File: src/rtl/fetch_unit.sv
// Instruction fetch stage: walks the PC, reads words over a req/ack handshake and
// presents them to control until a halt is accepted. Define FETCH_COUNT_EN for a saturating accept counter.
module fetch_unit #(
  parameter int ADDR_WIDTH = 16,
  parameter logic [ADDR_WIDTH-1:0] RESET_PC = '0,
  localparam int INSTR_WIDTH = 16
) (
  input  logic                   clk,
  input  logic                   reset_n,
  output logic                   mem_req,
  output logic [ADDR_WIDTH-1:0]  mem_addr,
  input  logic                   mem_ack,
  input  logic [INSTR_WIDTH-1:0] mem_rdata,
  output logic [INSTR_WIDTH-1:0] instr,
  output logic                   instr_valid,
  input  logic                   instr_ready,
  input  logic                   halted,
  input  logic                   redirect,
  input  logic [ADDR_WIDTH-1:0]  redirect_pc,
  output logic [ADDR_WIDTH-1:0]  pc
`ifdef FETCH_COUNT_EN
  ,
  output logic [31:0]            fetch_count
`endif
);

  typedef enum logic [1:0] {START, FETCH, ISSUE, HALT} state_t;

  localparam logic [ADDR_WIDTH-1:0] PC_STEP = ADDR_WIDTH'(1);

  state_t                 state_reg, state_next;
  logic [ADDR_WIDTH-1:0]  pc_reg, pc_next;
  logic [INSTR_WIDTH-1:0] instr_reg, instr_next;
  logic                   accept;

  assign accept = (state_reg == ISSUE) && instr_ready;

  always_ff @(posedge clk or negedge reset_n) begin
    if (!reset_n) begin
      state_reg <= START;
      pc_reg    <= RESET_PC;
      instr_reg <= '0;
    end else begin
      state_reg <= state_next;
      pc_reg    <= pc_next;
      instr_reg <= instr_next;
    end
  end

  always_comb begin
    state_next = state_reg;
    pc_next    = pc_reg;
    instr_next = instr_reg;
    case (state_reg)
      START: state_next = FETCH;
      FETCH: begin
        if (mem_ack) begin
          instr_next = mem_rdata;
          state_next = ISSUE;
        end
      end
      ISSUE: begin
        // Halt outranks redirect and leaves the PC pointing at the halt word.
        if (accept) begin
          if (halted) begin
            state_next = HALT;
          end else begin
            state_next = FETCH;
            pc_next    = redirect ? redirect_pc : pc_reg + PC_STEP;
          end
        end
      end
      HALT:    state_next = HALT;
      default: state_next = START;
    endcase
  end

  assign mem_req     = (state_reg == FETCH);
  assign instr_valid = (state_reg == ISSUE);
  assign mem_addr    = pc_reg;
  assign pc          = pc_reg;
  assign instr       = instr_reg;

`ifdef FETCH_COUNT_EN
  logic [31:0] count_reg;

  always_ff @(posedge clk or negedge reset_n) begin
    if (!reset_n) begin
      count_reg <= '0;
    end else if (accept && (count_reg != 32'hFFFF_FFFF)) begin
      count_reg <= count_reg + 32'd1;
    end
  end

  assign fetch_count = count_reg;
`endif

endmodule

File: config.mk
export PLATFORM = sky130hd
export DESIGN_NAME = fetch_unit
export DESIGN_NICKNAME = d
export VERILOG_FILES = /design/src/rtl/fetch_unit.sv
export SDC_FILE = /design/constraint.sdc
export NUM_CORES = 1
export LEC_CHECK = 0
export CORE_MARGIN = 8
export CORE_UTILIZATION = 43
export CTS_BUF_LIST = sky130_fd_sc_hd__clkbuf_4 sky130_fd_sc_hd__clkbuf_8
export CTS_CLUSTER_SIZE = 25
export DETAILED_ROUTE_END_ITERATION = 12
export PLACE_DENSITY = 0.89
export SETUP_SLACK_MARGIN = 0.15
export SKIP_CTS_REPAIR_TIMING = 1
export SYNTH_ARGS = -nofsm -noshare
export SYNTH_HDL_FRONTEND = slang
export SYNTH_SLANG_ARGS = --single-unit
File: constraint.sdc
create_clock -name clk -period 2.2 [get_ports clk]
set_clock_uncertainty 0.15 [all_clocks]
set_input_delay 0.33 -clock clk [delete_from_list [all_inputs] [get_ports clk]]
set_output_delay 0.33 -clock clk [all_outputs]
set_load 0.01 [all_outputs]
Word level (Yosys, flattened, before mapping)
Cells that the tools add are included.

storage, ports and cells
  flip-flop bits (word level) = 34
  output and inout port bits = 50

cells by class
  add/subtract/negate cells = 1
  equality and inequality tests = 5
  multiplexer cells = 5
  bitwise gates (word level) = 1
  reduce and logical (&&, ||, !) cells = 5

operators by type and width
  operator               count
  $add 16x1->16 const B  1
  $mux 16                1
  $pmux 2 s4             1
  $mux 2                 3
  $eq 2x2->1 const B     2
  $ne 2x1->1 const B     2
  $reduce_and 2->1       2
  $reduce_and 3->1       1
  $eq 2x1->1 const B     1
  $logic_not 2->1        1
  $logic_and 1x1->1      1
  $not 1->1              1

Longest topological paths before layout
Gate-level depths: netlist (run 1).

  depth in word-level cells = 4
  gate-level depth with buffers = 5

Least setup slack after synthesis (run 1)
No wires, ideal clock.

  path kind = register to register
  from = register pc_reg[0] (netlist: mem_addr[0])
  to = register pc_reg[12] (netlist: mem_addr[12])
  library setup time = 0.120 ns
  arrival time = 1.460 ns
  setup slack = 0.470 ns
  cell stages (with the launch flop) = 6
  path buffers = 0
  period minus slack after synthesis = 1.730 ns
  path through = dfrtp_1 > ha_1 > nand2_1 > nor3_4 > a41oi_1 > o211a_1

on the way
  longest elaborated chain between the ends = 2

RTL lines
  what                      RTL line  text
  start: declaration        32        logic [ADDR_WIDTH-1:0] pc_reg, pc_next;
  start signal: assignment  45        pc_reg <= pc_next;
  $add 16x1->16             69        pc_next = redirect ? redirect_pc : pc_reg + PC_STEP;
  $mux 16                   69

Every way passes these cells.
A chain may end at the register's enable or synchronous reset.

Worst setup path in the final report (run 1)
  from = register state_reg[1]
  to = output mem_req

on the way
  longest elaborated chain between the ends = 1

RTL lines
  what                      RTL line  text
  start: declaration        31        state_t state_reg, state_next;
  start signal: assignment  44        state_reg <= state_next;
  $eq 2x1->1                78        assign mem_req = (state_reg == FETCH);
  end: declaration          10        output logic mem_req,

Every way passes these cells.

==> qor.yml, run 1 <==
outcome: "finished, final reports clean"
setup_viol: 0
worst_pin_slew_ns: 0.436
cp.required_ns: 1.72
synthesized_flop_and_latch_total: 34
combinationalPowerShare_pct: 25.6
routed_wl_um: 5330
floorplan.core_area_sq_mm: 0.00429
grt.overflow.total: 0
syn_inst: 174
maxClockFrequency_mhz: 500
static-leakage-power_nw: 1.15
final_cell_mix: "sky130_fd_sc_hd__clkdlybuf4s50_1, sky130_fd_sc_hd__dfrtp_1, sky130_fd_sc_hd__mux2_2"
final_antenna_net_count: 0
grt_max_degree: 35
numCtsBuffers: 5
sequentialPowerShare_pct: 47.1
clkSinkCount: 34
drc: 0
clockPowerShare_pct: 27.3
cp_max_fo: 6
number_of_enable_flip_flop_cells_after_synthesis: 0
rows: 24
die-height_um: 82.4
net_sw_share_pct: 26.8
grt_pass1_vias: 1623
rsz_0062_raised_after_global_routing: "yes"
startpoint: "state_reg[1]"
most_frequently_used_flop_master_after_synthesis: "sky130_fd_sc_hd__dfrtp_1"
placement.io_buffers: 87
max_cap_violations: 0
dieWidth_um: 82.4
clock_tree.buffer_depth: 2
num-nets-final: 290
timing.final.crit_share_pct: 90.9
gp_congestion: 0.844
worst_setup_hold_path_clk_slew_ns: 0.07
viasPerCell: 5.47
worst_skew_pair.late_latency_ns: 0.28
synth.net_count: 213
timing.final.ws_setup_ns: 0.200
count_of_distinct_cell_types_in_the_synthesized_netlist: 48
timing.reg2reg.setup_slack_ns: 0.31
post_synthesis_instance_area_sq_mm: 0.00190
startpoint_type: "flop"
period_minus_slack_ns: 2.00
initial_core_util_pct: 44.1
global_route_usage_sum_pct: 15.7
vias: 1657
timing_max_transition_violations_final: 0
drt-wirelength-per-cell_um: 17.6
firstDrtPassIters: 4
slew_headroom_pct: 70.9
part_of_the_yosys_area_used_for_sequential_elements_pct: 44.9
timing.final.hold_violations: 0
cts_tree: "done"
worst-r2r-cell-count: 5
irDropWorstVdd_uv: 262
synth.yosys.warnings: 0
cts_root_buffer: "sky130_fd_sc_hd__clkbuf_8"
timing.setup.tns_ns: 0
pre_cts_slack_ns: 0.128
synthToLayoutAreaGrowth_pct: 46.7
critPathCaptureType: "output pin"
filler_cell_count: 358
antenna_cells_inserted: 0
layout_commonest_cell: "sky130_fd_sc_hd__clkdlybuf4s50_1"
io_pins: 88
fp.dieArea_sq_mm: 0.00679
reg2reg_to: "mem_addr[12]"
tightest_hold_check_type: "in2async"
worst_r2r_startpoint: "mem_addr[0]"
dp.final_hpwl_um: 4070
critical_path_arrival_ns: 1.52
critPathKind: "reg2out"
power.density_cell_area_mw_per_mm2: 579
drt_first_iter_violations: 41
grt_pass1_wl_um: 8210
grt_antenna_before_repair: 0
asyncSetResetFlopFracSynth_pct: 100
final_layout_size_suffix_gt1_share_pct: 15.9
syn_area_per_cell_sq_um: 10.9
total_switching_power_mw: 0.431
internal_power_mw: 1.18
htree_num_levels: 2
-- worst max-delay path: stages (launching register included) --
cell and delay [ns]:
sky130_fd_sc_hd__dfrtp_1 0.43, sky130_fd_sc_hd__and2b_2 0.27, sky130_fd_sc_hd__clkdlybuf4s50_1 0.54
-- worst max path at each step --
stage | end | slack (ns) | depth (start not counted)
finish | mem_req | 0.20 | 2
CTS | mem_req | 0.20 | 2
floorplan | mem_addr[12] | 0.47 | 5
global route | mem_addr[12] | 0.13 | 5
detailed placement | mem_addr[15] | 0.13 | 5
global placement | mem_addr[15] | 0.20 | 4
-- layout make-up --
cell class / count / area (sq um) / area share (%)
Clock buffer: 5 / 68.8 / 2.48
Tap cell: 52 / 65.1 / 2.34
Clock inverter: 2 / 10.0 / 0.360
Multi-Input combinational cell: 113 / 855 / 30.7
Inverter: 4 / 15.0 / 0.540
Timing Repair Buffer: 93 / 916 / 32.9
Sequential cell: 34 / 851 / 30.6
-- per-layer routing --
layer	global-route usage (%)	wire [um]	up-vias
met5	0	0	-
met4	5.44	58	0
met3	5.41	588	5
met2	26.1	2480	72
met1	18.3	2210	786
li1	-	-	794
-- cell families after synthesis --
kind of cell,Yosys count,share of synthesized area (%)
AOI/OAI and AO/OA,49,17.9
adders and majority gates,1,0.660
buffers and inverters,27,10.2
DFF,34,44.9
muxes,17,10.0
and+or+nand+nor,46,16.3
-- power groups by stage --
stage / clock network, mW / registers [mW] / logic [mW]
after floorplan: 0 / 0.795 / 0.123
after global placement: 0 / 0.763 / 0.412
after detailed placement: 0 / 0.770 / 0.419
after CTS: 0.444 / 0.758 / 0.420
after global routing: 0.470 / 0.770 / 0.440
final: 0.439 / 0.758 / 0.413
-- metrics by stage --
step                      total power [mW]  utilization, %  cells  cell area [sq um]  hold WS (ns)
after floorplan                      0.919               -    174               1900        -0.116
after global placement                1.17            62.8    296               2700         0.335
after detailed placement              1.19            62.8    296               2700         0.343
after CTS                             1.62            64.7    303               2780         0.308
after global routing                  1.68            64.7    303               2780         0.336
final                                 1.61            64.7    303               2780         0.301
-- cells in the mapped netlist (all sizes together), types with 5 or more instances --
master,instances,area (sq um)
mux2,16,180
and3,5,32.5
a211oi,6,50.1
buf,19,144
nand2,8,32.5
nand3,6,30.0
nor2,8,30.0
o21ai,15,75.1
a21oi,7,35.0
dfrtp,34,851
(Power assumes the default switching activity.)
==> run 2: changes to the inputs <==
Settings changed: SKIP_LAST_GASP from default to 1.
==> results of run 2 <==
The final DEF is identical to that of run 1; final timing and power are the same.
==> run 3: changes to the inputs <==
--- a/config.mk
+++ b/config.mk
@@ -7,2 +7,3 @@
 export LEC_CHECK = 0
+export ABC_AREA = 0
 export CORE_MARGIN = 8
--- a/constraint.sdc
+++ b/constraint.sdc
@@ -4,2 +4,2 @@
 set_output_delay 0.33 -clock clk [all_outputs]
-set_load 0.01 [all_outputs]
+set_load 0.005 [all_outputs]
==> qor.yml, run 3 (synthesis results as in run 1) <==
firstDrtPassIters: 4
fp.dieArea_sq_mm: 0.00679
grt_antenna_before_repair: 0
floorplan.core_area_sq_mm: 0.00429
grt_most_used_layer: "met2"
grt_util_met1_pct: 18.3
routed_wl_um: 5300
power.density_cell_area_mw_per_mm2: 564
outcome: "finished, final reports clean"
vias: 1657
cp_slowest_cell: "sky130_fd_sc_hd__clkdlybuf4s50_1"
grt_pass1_vias: 1623
reg2reg_to: "mem_addr[14]"
critPathTopFamily: "buffers and inverters"
drt_first_iter_violations: 49
grt.overflow.total: 0
cts_root_buffer: "sky130_fd_sc_hd__clkbuf_8"
final_layout_size_suffix_gt1_share_pct: 15.8
maxClockFrequency_mhz: 508
global_route_usage_sum_pct: 15.7
grt_max_degree: 35
io_pins: 88
worst_skew_pair.late_latency_ns: 0.28
period_minus_slack_ns: 1.97
timing.critical_path.cells: "and2b_1 > clkdlybuf4s50_1"
layout_commonest_cell: "sky130_fd_sc_hd__clkdlybuf4s50_1"
worst_pin_slew_ns: 0.436
synthToLayoutAreaGrowth_pct: 47.3
critPathKind: "reg2out"
worst-r2r-cell-count: 6
numCtsBuffers: 5
critPathCaptureType: "output pin"
drc: 0
cp.required_ns: 1.72
clkSinkCount: 34
timing.setup.tns_ns: 0
cp.buffers_inverters: 1
timing.reg2reg.setup_slack_ns: 0.32
dp.final_hpwl_um: 4070
cts_tree: "done"
critical_path_cell_count: 2
antenna_cells_inserted: 0
gp_congestion: 0.844
rows: 24
num-nets-final: 292
die-height_um: 82.4
crit_path_end: "mem_req"
final_cell_mix: "sky130_fd_sc_hd__clkdlybuf4s50_1, sky130_fd_sc_hd__dfrtp_1, sky130_fd_sc_hd__mux2_2"
irDropWorstVdd_uv: 259
grt_pass1_wl_um: 8210
timing.final.hold_violations: 0
worst_r2r_startpoint: "mem_addr[0]"
critical-path-max-stage-delay_ns: 0.51
grtUsageMet3_pct: 5.41
final_antenna_net_count: 0
critical_path_arrival_ns: 1.49
htree_num_levels: 2
finalCoreUtilization_pct: 65.0
slew_headroom_pct: 70.9
placement.io_buffers: 87
drt-wirelength-per-cell_um: 17.4
static-leakage-power_nw: 1.16
worst_setup_hold_path_clk_slew_ns: 0.07
max_cap_violations: 0
rsz_0062_raised_after_global_routing: "no"
dieWidth_um: 82.4
filler_cell_count: 357
startpoint_type: "flop"
grt_use_met2_pct: 26.1
initial_core_util_pct: 44.1
viasPerCell: 5.43
clock_tree.buffer_depth: 2
setup_viol: 0
startpoint: "state_reg[1]"
timing_max_transition_violations_final: 0
tightest_hold_check_type: "in2async"
timing.final.crit_share_pct: 89.5
cp_max_fo: 6
## run 3: final cells by class
class                   count  area, sq um  share of cell area [%]
flip-flops and latches     34          851                    30.5
multi-input cells         113          851                    30.5
clock inverters             2         10.0                   0.359
clock buffers               5         68.8                    2.47
repair buffers             95          931                    33.3
well taps                  52         65.1                    2.33
inverters                   4         15.0                   0.538
## run 3: how the worst min path moves through the flow
stage / from / end
after floorplan: reset_n / instr[0]
after global placement: instr[11] / instr[11]
after detailed placement: instr[6] / instr[6]
after CTS: reset_n / instr[4]
after global routing: reset_n / instr[6]
final: reset_n / instr[4]
## run 3: power breakdown
group          total [mW]  switching (mW)  internal, mW
Sequential          0.757          0.0600         0.697
Clock               0.439           0.227         0.212
Combinational       0.377           0.110         0.267
Total                1.57           0.396          1.18
## run 3: per-layer routing
layer  part of all wire [%]  up-vias
met5                      0        -
met4                    1.1        0
met3                     11        5
met2                     47       67
met1                     42      782
li1                       -      803
## run 3: through the flow
stage	total power, mW	cell area (sq um)	worst slack [ns]	hold WS (ns)	instances
global placement	1.14	2700	0.205	0.335	296
floorplan	0.884	1900	0.515	-0.116	174
detailed placement	1.15	2700	0.128	0.343	296
global route	1.65	2790	0.161	0.336	305
finish	1.57	2790	0.231	0.301	305
CTS	1.59	2780	0.230	0.308	303
